[src/rtl/ifetch_queue_if.sv]
// Fetch-to-decode bundle: the PC-side capture signals and the decode-side valid/ready head.
// master drives fetch data, flush and dec_ready; slave is the queue itself.
interface ifetch_queue_if #(
    parameter int DEPTH = 4
);
    localparam int CW = $clog2(DEPTH) + 1;

    logic [31:0]   fetch_pc;
    logic [31:0]   fetch_instr;
    logic          fetch_stall;
    logic          flush;
    logic          dec_ready;
    logic          dec_valid;
    logic [31:0]   dec_pc;
    logic [31:0]   dec_instr;
    logic [31:0]   dec_pc8;
    logic [CW-1:0] count;

    modport master (
        output fetch_pc, fetch_instr, flush, dec_ready,
        input  fetch_stall, dec_valid, dec_pc, dec_instr, dec_pc8, count
    );

    modport slave (
        input  fetch_pc, fetch_instr, flush, dec_ready,
        output fetch_stall, dec_valid, dec_pc, dec_instr, dec_pc8, count
    );
endinterface

[src/rtl/ifetch_queue.sv]
// Instruction fetch queue: captures {pc, instr} every unstalled cycle and hands
// the oldest entry to decode over valid/ready; flush empties it on a redirect.
module ifetch_queue #(
    parameter int          DEPTH    = 4,
    parameter logic [31:0] RESET_PC = 32'h0000_3000
) (
    input  logic          clk,
    input  logic          reset,
    ifetch_queue_if.slave bus
);
    localparam int AW = $clog2(DEPTH);
    localparam int CW = AW + 1;

    logic [AW-1:0] rd_ptr_q, rd_ptr_d;
    logic [AW-1:0] wr_ptr_q, wr_ptr_d;
    logic [CW-1:0] count_q, count_d;
    logic [63:0]   mem_q [DEPTH];

    logic full;
    logic push;
    logic pop;
    logic head_valid;

    // Stall comes from registered occupancy only, so a same-cycle pop never unstalls.
    assign full       = (count_q == CW'(DEPTH));
    assign head_valid = (count_q != '0);
    assign push       = !reset && !bus.flush && !full;
    assign pop        = head_valid && bus.dec_ready;

    always_comb begin
        rd_ptr_d = rd_ptr_q;
        wr_ptr_d = wr_ptr_q;
        count_d  = count_q;
        if (bus.flush) begin
            rd_ptr_d = '0;
            wr_ptr_d = '0;
            count_d  = '0;
        end else begin
            if (push) wr_ptr_d = wr_ptr_q + AW'(1);
            if (pop)  rd_ptr_d = rd_ptr_q + AW'(1);
            case ({push, pop})
                2'b10:   count_d = count_q + CW'(1);
                2'b01:   count_d = count_q - CW'(1);
                default: count_d = count_q;
            endcase
        end
    end

    always_ff @(posedge clk) begin
        if (reset) begin
            rd_ptr_q <= '0;
            wr_ptr_q <= '0;
            count_q  <= '0;
        end else begin
            rd_ptr_q <= rd_ptr_d;
            wr_ptr_q <= wr_ptr_d;
            count_q  <= count_d;
        end
    end

    // Storage is never cleared; occupancy alone decides what is valid.
    for (genvar gi = 0; gi < DEPTH; gi++) begin : g_entry
        always_ff @(posedge clk) begin
            if (push && (wr_ptr_q == AW'(gi))) begin
                mem_q[gi] <= {bus.fetch_pc, bus.fetch_instr};
            end
        end
    end

    logic [63:0] head;
    assign head = mem_q[rd_ptr_q];

    assign bus.fetch_stall = full;
    assign bus.dec_valid   = head_valid;
    assign bus.dec_pc      = head_valid ? head[63:32] : RESET_PC;
    assign bus.dec_instr   = head_valid ? head[31:0]  : 32'h0000_0000;
    assign bus.dec_pc8     = bus.dec_pc + 32'd8;
    assign bus.count       = count_q;
endmodule

[src/flat_wrapper.sv]
// flat-port wrapper written by rule: the top's interface ports become plain ports
module ifetch_queue_flat 
#(
    parameter int          DEPTH    = 4,
    parameter logic [31:0] RESET_PC = 32'h0000_3000
)
  (clk, reset, bus_fetch_pc, bus_fetch_instr, bus_flush, bus_dec_ready, bus_fetch_stall, bus_dec_valid, bus_dec_pc, bus_dec_instr, bus_dec_pc8, bus_count);
  ifetch_queue_if #(.DEPTH(DEPTH)) bus_i ();
  input  logic clk;
  input  logic reset;
  input wire logic [$bits(bus_i.fetch_pc)-1:0] bus_fetch_pc;
  input wire logic [$bits(bus_i.fetch_instr)-1:0] bus_fetch_instr;
  input wire logic [$bits(bus_i.flush)-1:0] bus_flush;
  input wire logic [$bits(bus_i.dec_ready)-1:0] bus_dec_ready;
  output wire logic [$bits(bus_i.fetch_stall)-1:0] bus_fetch_stall;
  output wire logic [$bits(bus_i.dec_valid)-1:0] bus_dec_valid;
  output wire logic [$bits(bus_i.dec_pc)-1:0] bus_dec_pc;
  output wire logic [$bits(bus_i.dec_instr)-1:0] bus_dec_instr;
  output wire logic [$bits(bus_i.dec_pc8)-1:0] bus_dec_pc8;
  output wire logic [$bits(bus_i.count)-1:0] bus_count;
  assign bus_i.fetch_pc = bus_fetch_pc;
  assign bus_i.fetch_instr = bus_fetch_instr;
  assign bus_i.flush = bus_flush;
  assign bus_i.dec_ready = bus_dec_ready;
  assign bus_fetch_stall = bus_i.fetch_stall;
  assign bus_dec_valid = bus_i.dec_valid;
  assign bus_dec_pc = bus_i.dec_pc;
  assign bus_dec_instr = bus_i.dec_instr;
  assign bus_dec_pc8 = bus_i.dec_pc8;
  assign bus_count = bus_i.count;
  ifetch_queue #(.DEPTH(DEPTH), .RESET_PC(RESET_PC)) u_core (.clk(clk), .reset(reset), .bus(bus_i));
endmodule
[config.mk]
export PLATFORM = sky130hd
export DESIGN_NAME = ifetch_queue_flat
export DESIGN_NICKNAME = d
export VERILOG_FILES = /design/src/rtl/ifetch_queue_if.sv /design/src/rtl/ifetch_queue.sv /design/src/flat_wrapper.sv
export SDC_FILE = /design/constraint.sdc
export NUM_CORES = 1
export LEC_CHECK = 0
export ABC_AREA = 1
export CAP_MARGIN = 30
export CORE_MARGIN = 2
export CORE_UTILIZATION = 49
export DETAILED_ROUTE_END_ITERATION = 10
export PLACE_DENSITY = 0.83
export SETUP_SLACK_MARGIN = 0.2
export SYNTH_ARGS = -nofsm -noshare
export SYNTH_HDL_FRONTEND = slang
export SYNTH_SLANG_ARGS = --single-unit
[constraint.sdc]
create_clock -name clk -period 3.8 [get_ports clk]
set_input_delay 0.57 -clock clk [delete_from_list [all_inputs] [get_ports clk]]
set_output_delay 0.57 -clock clk [all_outputs]
set_load 0.02 [all_outputs]
# Yosys cells after proc, flatten, opt, wreduce, memory -nomap -nowiden
# Memory sizes are Yosys's and may differ from the RTL's. A register that Yosys moved wholly into a read port is not among the register bits.
# Cells that the tools add are included.
[op_classes]
n_mux = 22
eq_ne = 6
n_reduce_logical = 17
add_sub_neg = 5
[ops]
columns = ["op", "n"]
rows = [
  ["2-to-1 mux 64 bit", 3],
  ["OR reduction 64 bit", 3],
  ["2-to-1 mux 32 bit", 2],
  ["adder 32 x 4 -> 32 bit (second input constant)", 1],
  ["2-to-1 mux 1 bit", 11],
  ["2-to-1 mux 2 bit", 5],
  ["logical AND 1 bit", 7],
  ["equality test 2 bit (second input constant)", 3],
  ["one-hot mux 3 bit (2 select lines)", 1],
  ["adder 2 x 1 -> 2 bit (second input constant)", 2],
  ["equality test 2 x 1 -> 1 bit (second input constant)", 2],
  ["adder 3 x 1 -> 3 bit (second input constant)", 1],
  ["equality test 3 bit (second input constant)", 1],
  ["logical NOT 1 bit", 3],
  ["nonzero test 3 bit", 1],
  ["subtractor 3 x 1 -> 3 bit (second input constant)", 1],
  ["logical NOT 2 bit", 1],
  ["nonzero test 2 bit", 1],
  ["OR reduction 2 bit", 1],
]
[totals]
regBits = 7
ramBits = 256
mem_count = 1
inputBits = 68
out_inout_bits = 101
elab_cells = 54
[mem_list]
columns = ["name", "depth", "width", "rd", "rd_ports_with_merged_regs", "wr", "line", "source"]
rows = [
  ["u_core.mem_q", 4, 64, 1, 1, 1, "ifetch_queue.sv:17", "logic [63:0] mem_q [DEPTH];"],
]

# Depth between registers and ports, before layout
# Gate-level depths: netlist of the first run.
[depth]
depth_word = 10
mapped_depth = 16
depth_no_buf = 14

# Worst setup path after synthesis of the first run
# Ideal clock, no wire load.
[synth_path]
path_type = "input port to flip-flop"
from = "input port bus_flush"
to = "memory u_core.mem_q[0][0] (enable)"
arrival_time_ps = 3686
path_buffers = 0
slack_ps = -373
stages = 3
setup_time_ps = 487
required_ps = 3313
path_cell_list = "nor2_1 -> nand2_1 -> nor2_1"
[synth_between]
elab_chain_cells = 10
elab_cells_between_ends = 24
classes_between = "14 x mux; 10 x reduce/logical"
[synth_rtl]
columns = ["item", "line", "source"]
rows = [
  ["start: declaration", "flat_wrapper.sv:13", "input wire logic [$bits(bus_i.flush)-1:0] bus_flush;"],
  ["logical NOT 1 bit (*)", "ifetch_queue.sv:27", "assign push = !reset && !bus.flush && !full;"],
  ["logical AND 1 bit (*) (2 in a row)", "ifetch_queue.sv:27", ""],
  ["logical AND 1 bit", "ifetch_queue.sv:64", "if (push && (wr_ptr_q == AW'(gi))) begin"],
  ["2-to-1 mux 1 bit", "ifetch_queue.sv:64", ""],
  ["2-to-1 mux 1 bit (not written as such)", "ifetch_queue.sv:65", "mem_q[gi] <= {bus.fetch_pc, bus.fetch_instr};"],
  ["OR reduction 64 bit (no line)", "--", ""],
  ["2-to-1 mux 2 bit (no line) or 2-to-1 mux 1 bit (tied branches) (3 in a row)", "--", ""],
  ["end: declaration", "ifetch_queue.sv:17", ""],
]
# Mark *: on every way between the ends. The rest lies on a longest branch, timed or not.

==> results of run 1 <==
==> path summary, 6_finish.rpt <==
path	cells after the start	start	endpoint
worst min-delay path	1	u_core.rd_ptr_q[0]	flip-flop
worst max register to register	10	u_core.bus.count[1]	u_core.bus.count[2]
worst min register to register	1	u_core.rd_ptr_q[0]	flip-flop
worst max-delay path	13	flip-flop	bus_dec_pc8[20]
==> area by class of cell <==
class | count | area (um2) | area share [%]
clock buffer | 33 | 698 | 4.67
timing repair buffer | 193 | 2080 | 13.9
multi-input combinational | 751 | 3480 | 23.3
sequential | 265 | 7880 | 52.6
clock inverter | 17 | 180 | 1.20
inverter | 62 | 248 | 1.66
tap | 319 | 399 | 2.67
antenna | 2 | 5.00 | 0.0334
==> layer usage <==
layer  up-vias  GRT usage [%]  share of wire, %
met5         -              0             0.045
met4         2           7.52               2.8
met3        63           6.23               9.5
met2       402           38.6                48
met1      4117           27.9                39
li1       4159              -                 -
==> sequential cells by signal (all words and copies together) (netlist names), named ones only <==
name and flops:
u_core.mem_q 256, u_core.rd_ptr_q 2, u_core.wr_ptr_q 2, u_core.bus.count 3
==> power groups by stage <==
stage          Sequential [mW]  Clock [mW]  Combinational (mW)
2_1_floorplan             3.34           0               0.328
3_3_place_gp              3.33           0               0.629
5_1_grt                   3.27        2.74               0.709
4_1_cts                   3.27        2.63               0.655
6_report                  3.27        2.60               0.657
3_5_place_dp              3.33           0               0.638
==> placed cells by master (no fill, tap or decap), drive strengths merged <==
master | synthesis | routed
inv | 62 | 62
dlygate4sd2 | 0 | 8
nor3 | 1 | 1
bufbuf | 0 | 2
nand2 | 280 | 280
a21oi | 46 | 46
nand3b | 1 | 1
clkdlybuf4s50 | 0 | 145
clkinvlp | 0 | 4
o21ai | 86 | 86
edfxtp | 256 | 256
clkbuf | 8 | 34
dlymetal6s2s | 0 | 14
xnor2 | 3 | 3
nand3 | 81 | 81
bufinv | 0 | 3
diode | 0 | 2
dfxtp | 9 | 9
ha | 6 | 6
clkinv | 0 | 10
xor2 | 9 | 9
buf | 46 | 23
fa | 1 | 1
nand4 | 6 | 6
nor2 | 231 | 231
==> cells in the mapped netlist (2+ instances only) <==
library cell | n | area [um2]
a21oi_1 | 46 | 230
buf_1 | 7 | 26.3
buf_2 | 17 | 85.1
buf_4 | 14 | 105
buf_6 | 8 | 90.1
clkbuf_1 | 8 | 30.0
dfxtp_1 | 9 | 180
edfxtp_1 | 256 | 7690
ha_1 | 6 | 75.1
inv_1 | 53 | 199
inv_2 | 7 | 26.3
inv_4 | 2 | 12.5
nand2_1 | 272 | 1020
nand2_2 | 8 | 50.1
nand3_1 | 75 | 375
nand3_2 | 5 | 50.1
nand4_1 | 6 | 37.5
nor2_1 | 205 | 769
nor2_2 | 17 | 106
nor2_4 | 9 | 101
o21ai_0 | 82 | 410
o21ai_1 | 3 | 15.0
xnor2_1 | 3 | 26.3
xor2_1 | 9 | 78.8
==> repair_timing <==
action | CTS | global route
buffers inserted | 4 | 2
pin swaps | 0 | 1
gates cloned | 2 | 0
resized for setup | 37 | 20
endpoints found under the setup margin | 62 | 40
==> kinds of logic (layout without fill, tap and decap cells) <==
group           Yosys count  after routing  synth area share, %
flops                   265            265                 66.4
buf+inv                 116            305                 4.85
compound gates          132            132                 5.61
fa+ha+maj                 7              7                0.803
xor+xnor                 12             12                0.887
other cells               0              2                    0
simple gates            600            600                 21.4
==> flow_metrics.tcl, run 1 <==
set metrics [dict create \
    grt_pass1_vias 8668 \
    swShare_pct 22.8 \
    ant_nets 0 \
    ios 169 \
    crit_path_start_kind "flip-flop" \
    ys_types 29 \
    post-place-ws_ns 0.289 \
    cts_tree "yes" \
    power_mw 6.53 \
    cp_slowest_cell "clkdlybuf4s50_1" \
    clk_pin_slew_worst_paths_ns 0.06 \
    required_ns 3.23 \
    clockBufferDepth 3 \
    clock_latency_ns 0.55 \
    grt_usage_pct 22.6 \
    synth_area_um2 11800 \
    relSlewSlack_pct 63.6 \
    powerDensity_nw_per_um2 436 \
    hold-worst-slack_ns 0.481 \
    switchingPower_mw 1.49 \
    crit_fanout 25 \
    synthFlopType "edfxtp_1" \
    grt_pass1_wl_um 45400 \
    vias 8743 \
    cpMostUsedCell "nand2_1" \
    seq_area_frac_synth_pct 66.4 \
    die_height_um 159 \
    start_util_pct 50.2 \
    synth_warnings 0 \
    cp_cell_sequence "clkinv_4, buf_12, nand2_1, nand3_1, nand2_1, nor2_4, nand2_1, nor2_4, nand2_1, nor2_1, nand2_1, nand2_1, clkdlybuf4s50_1" \
    postCtsHoldBufs 0 \
    slowest_delay_ns 0.60 \
    io_buffer_count 168 \
    synthArstFlopShare_pct 0 \
    hp-class "flip-flop to flip-flop" \
    grt_max_degree 65 \
    fin_ws_ns 0.209 \
    design.core.area_um2 23600 \
    p_clk_share_pct 39.8 \
    gp_congestion 0.936 \
    synth_nets 1207 \
    setup_viol 0 \
    placedCellCount 1582 \
    vias_per_cell 5.32 \
    post-route-util_pct 63.4 \
    cts-root-buf "clkbuf_16" \
    setup_tns_ns 0 \
    drv_slew 0 \
    ir_worst_vdd_mv 0.324 \
    cpLargestDelayFamily "simple AND/OR/NAND/NOR gates" \
    drt-initial-drc-count 692 \
    worst_pin_slew_ns 0.545 \
    hold_viol 0 \
    crit_buf_inv 3 \
    fin_nets 1375 \
    rsz0062_at_grt "true" \
    p_seq_share_pct 50.1 \
    fmax_mhz 278 \
    avgRoutedWirePerCell_um 17.7 \
    maxCapViolCount 0 \
    period_share_pct 94.5 \
    p_leak_nw 5.63 \
    fin_skew_ns 0.00930 \
    fillCellCount 1778 \
    pwr-share-comb_pct 10.1 \
    synth_cells 1132 \
    cts_sinks 265 \
    fin_cells 1642 \
    routed_wl_um 29100 \
    drive_gt1_share_pct 9.46 \
    cts_made_buffers 27 \
    hpwl_um 18000 \
    rows 56 \
    area_delta_synth_final_pct 26.3 \
    dieWidth_um 159 \
    die-area_um2 25400 \
    synth_edf_count 256 \
    outcome "complete, no violations" \
    drc 0 \
    internal_power_mw 5.04 \
    worstPathArrival_ns 3.02 \
    syn_area_per_cell_um2 10.5 \
    antenna_found_initial 3 \
    place_area_um2 13800 \
    end_kind "primary output" \
    first_pass_iters 5 \
    overflow 0 \
    design_area_um2 15000 \
    fin_crit_ns 3.59 \
    cts_max_level 1 \
    r2r_setup_slack_ns 1.34 \
    synth_seq_cells 265 \
    path_class "flip-flop to primary output" \
]
No activity file was read; power rests on OpenSTA's default activity.
==> run 2: changes to the inputs <==
--- a/config.mk
+++ b/config.mk
@@ -7,9 +7,10 @@
 export LEC_CHECK = 0
 export ABC_AREA = 1
 export CAP_MARGIN = 30
-export CORE_MARGIN = 2
+export CORE_MARGIN = 3
 export CORE_UTILIZATION = 49
 export DETAILED_ROUTE_END_ITERATION = 10
+export GPL_ROUTABILITY_DRIVEN = 1
 export PLACE_DENSITY = 0.83
 export SETUP_SLACK_MARGIN = 0.2
 export SYNTH_ARGS = -nofsm -noshare
==> flow_metrics.tcl, run 2 (synthesized netlist as in run 1, its figures left out) <==
set metrics [dict create \
    dieWidth_um 161 \
    internal_power_mw 5.03 \
    fin_crit_ns 3.42 \
    outcome "complete, no violations" \
    final_cell_mix "nand2_1, edfxtp_1, nor2_1" \
    maxCapViolCount 0 \
    clockBufferDepth 3 \
    p_seq_share_pct 50.1 \
    p_leak_nw 5.63 \
    cts_sinks 265 \
    powerDensity_nw_per_um2 437 \
    die-area_um2 26100 \
    relSlewSlack_pct 56.1 \
    fin_nets 1377 \
    first_pass_iters 5 \
    ir_worst_vdd_mv 0.356 \
    cts_tree "yes" \
    hp-class "flip-flop to flip-flop" \
    worstPathArrival_ns 2.85 \
    start_util_pct 50.2 \
    ant_nets 0 \
    grt_pass1_wl_um 45400 \
    ff_latch_area_um2 7880 \
    fin_skew_ns 0.00861 \
    multi_input_area_um2 3500 \
    grt_max_degree 71 \
    grt_usage_pct 22.1 \
    ios 169 \
    grt_pass1_vias 8475 \
    cts-root-buf "clkbuf_16" \
    end_kind "primary output" \
    antenna_found_initial 6 \
    design.core.area_um2 23600 \
    vias_per_cell 5.30 \
    area_delta_synth_final_pct 26.2 \
    crit_fanout 29 \
    fillCellCount 1829 \
    vias 8717 \
    overflow 0 \
    regMostFlops "u_core.mem_q" \
    rows 56 \
    largest_register_ffs 256 \
    drv_slew 0 \
    gp_congestion 0.953 \
    pwr-share-comb_pct 10.0 \
    required_ns 3.23 \
    drc 0 \
    period_share_pct 90.1 \
    worst_pin_slew_ns 0.658 \
    path_class "flip-flop to primary output" \
    cts_max_level 1 \
    clk_pin_slew_worst_paths_ns 0.06 \
    clock_latency_ns 0.55 \
    swShare_pct 23.1 \
    power_mw 6.53 \
    rsz0062_at_grt "false" \
    io_buffer_count 168 \
    avgRoutedWirePerCell_um 17.7 \
    setup_tns_ns 0 \
    switchingPower_mw 1.51 \
    fmax_mhz 292 \
    layout_commonest_cell "nand2_1" \
    crit_path_start_kind "flip-flop" \
    die_height_um 161 \
    p_clk_share_pct 39.9 \
    routed_wl_um 29200 \
    drive_gt1_share_pct 9.75 \
    hold_viol 0 \
    hpwl_um 18500 \
    cts_made_buffers 27 \
    drt-initial-drc-count 935 \
    setup_viol 0 \
]
-- run 2: cell types whose count changed in the layout (fill, tap and decap cells not counted), sizes merged --
| cell | delta |
|---|---|
| buf | +3 |
| bufbuf | -1 |
| clkbuf | -1 |
| clkdlybuf4s50 | -2 |
| clkinv | +4 |
| clkinvlp | -3 |
| diode | +1 |
| dlygate4sd2 | +2 |
| dlymetal6s2s | -1 |
| inv | +1 |
-- run 2: final cells by class --
cell class	count	area share, %
antenna	3	0.0502
multi-input combinational	751	23.4
clock inverter	19	1.23
inverter	62	1.61
clock buffer	31	4.62
tap	319	2.67
timing repair buffer	195	13.8
sequential	265	52.7
-- run 2: what timing repair did --
action / CTS / global route
hold buffers: 0 / 0
setup endpoints to repair: 54 / 58
buffers inserted: 5 / 0
gates cloned: 1 / 0
resized for setup: 33 / 27
-- run 2: power groups by stage --
stage | clock network (mW) | registers, mW | logic [mW]
floorplan | 0 | 3.34 | 0.328
global placement | 0 | 3.33 | 0.635
detailed placement | 0 | 3.33 | 0.644
CTS | 2.64 | 3.27 | 0.654
global route | 2.78 | 3.27 | 0.707
finish | 2.61 | 3.27 | 0.655
-- run 2: stage by stage --
stage | instance area [um2] | hold slack (ns) | util [%] | setup slack [ns] | instances
2_1_floorplan | 11800 | 0.436 | - | -0.373 | 1132
3_3_place_gp | 13900 | 0.453 | 58.7 | 0.455 | 1586
3_5_place_dp | 13900 | 0.464 | 58.7 | 0.415 | 1586
4_1_cts | 14900 | 0.478 | 63.1 | 0.0956 | 1642
5_1_grt | 15000 | 0.494 | 63.3 | 0.203 | 1645
6_report | 15000 | 0.474 | 63.3 | 0.376 | 1645
-- run 2: metal layers --
layer | up-vias | GRT usage (%) | wire [um]
met5 | - | 0 | 34
met4 | 6 | 6.30 | 652
met3 | 57 | 5.49 | 2780
met2 | 391 | 36.2 | 13900
met1 | 4097 | 29.5 | 11800
li1 | 4166 | - | -
-- run 2: path summary, 6_finish.rpt --
kind,end,depth (start not counted),from,slack [ns]
setup reg to reg,u_core.bus.count[2],11,u_core.bus.count[2],1.36
hold / removal,flip-flop,2,u_core.rd_ptr_q[1],0.47
hold reg to reg,flip-flop,2,u_core.rd_ptr_q[1],0.47
setup / recovery,bus_dec_pc8[29],13,flip-flop,0.38
-- run 2: critical path, cell delays in order, from the launching register on --
cell	delay [ns]
dfxtp_4	0.38
clkinv_2	0.11
buf_12	0.18
nand2_1	0.08
nand3_1	0.10
nand2_1	0.07
nor2_2	0.20
nand2_1	0.12
nor2_1	0.20
nand2_1	0.07
nor2_1	0.22
nand3_1	0.11
nand2_1	0.10
dlygate4sd2_1	0.34
==> run 3: changes to the inputs <==
--- a/config.mk
+++ b/config.mk
@@ -13,6 +13,7 @@
 export GPL_ROUTABILITY_DRIVEN = 1
 export PLACE_DENSITY = 0.83
 export SETUP_SLACK_MARGIN = 0.2
+export SLEW_MARGIN = 15
 export SYNTH_ARGS = -nofsm -noshare
 export SYNTH_HDL_FRONTEND = slang
 export SYNTH_SLANG_ARGS = --single-unit
==> results of run 3 <==
Final layout, timing and power as in run 2 (identical DEF).
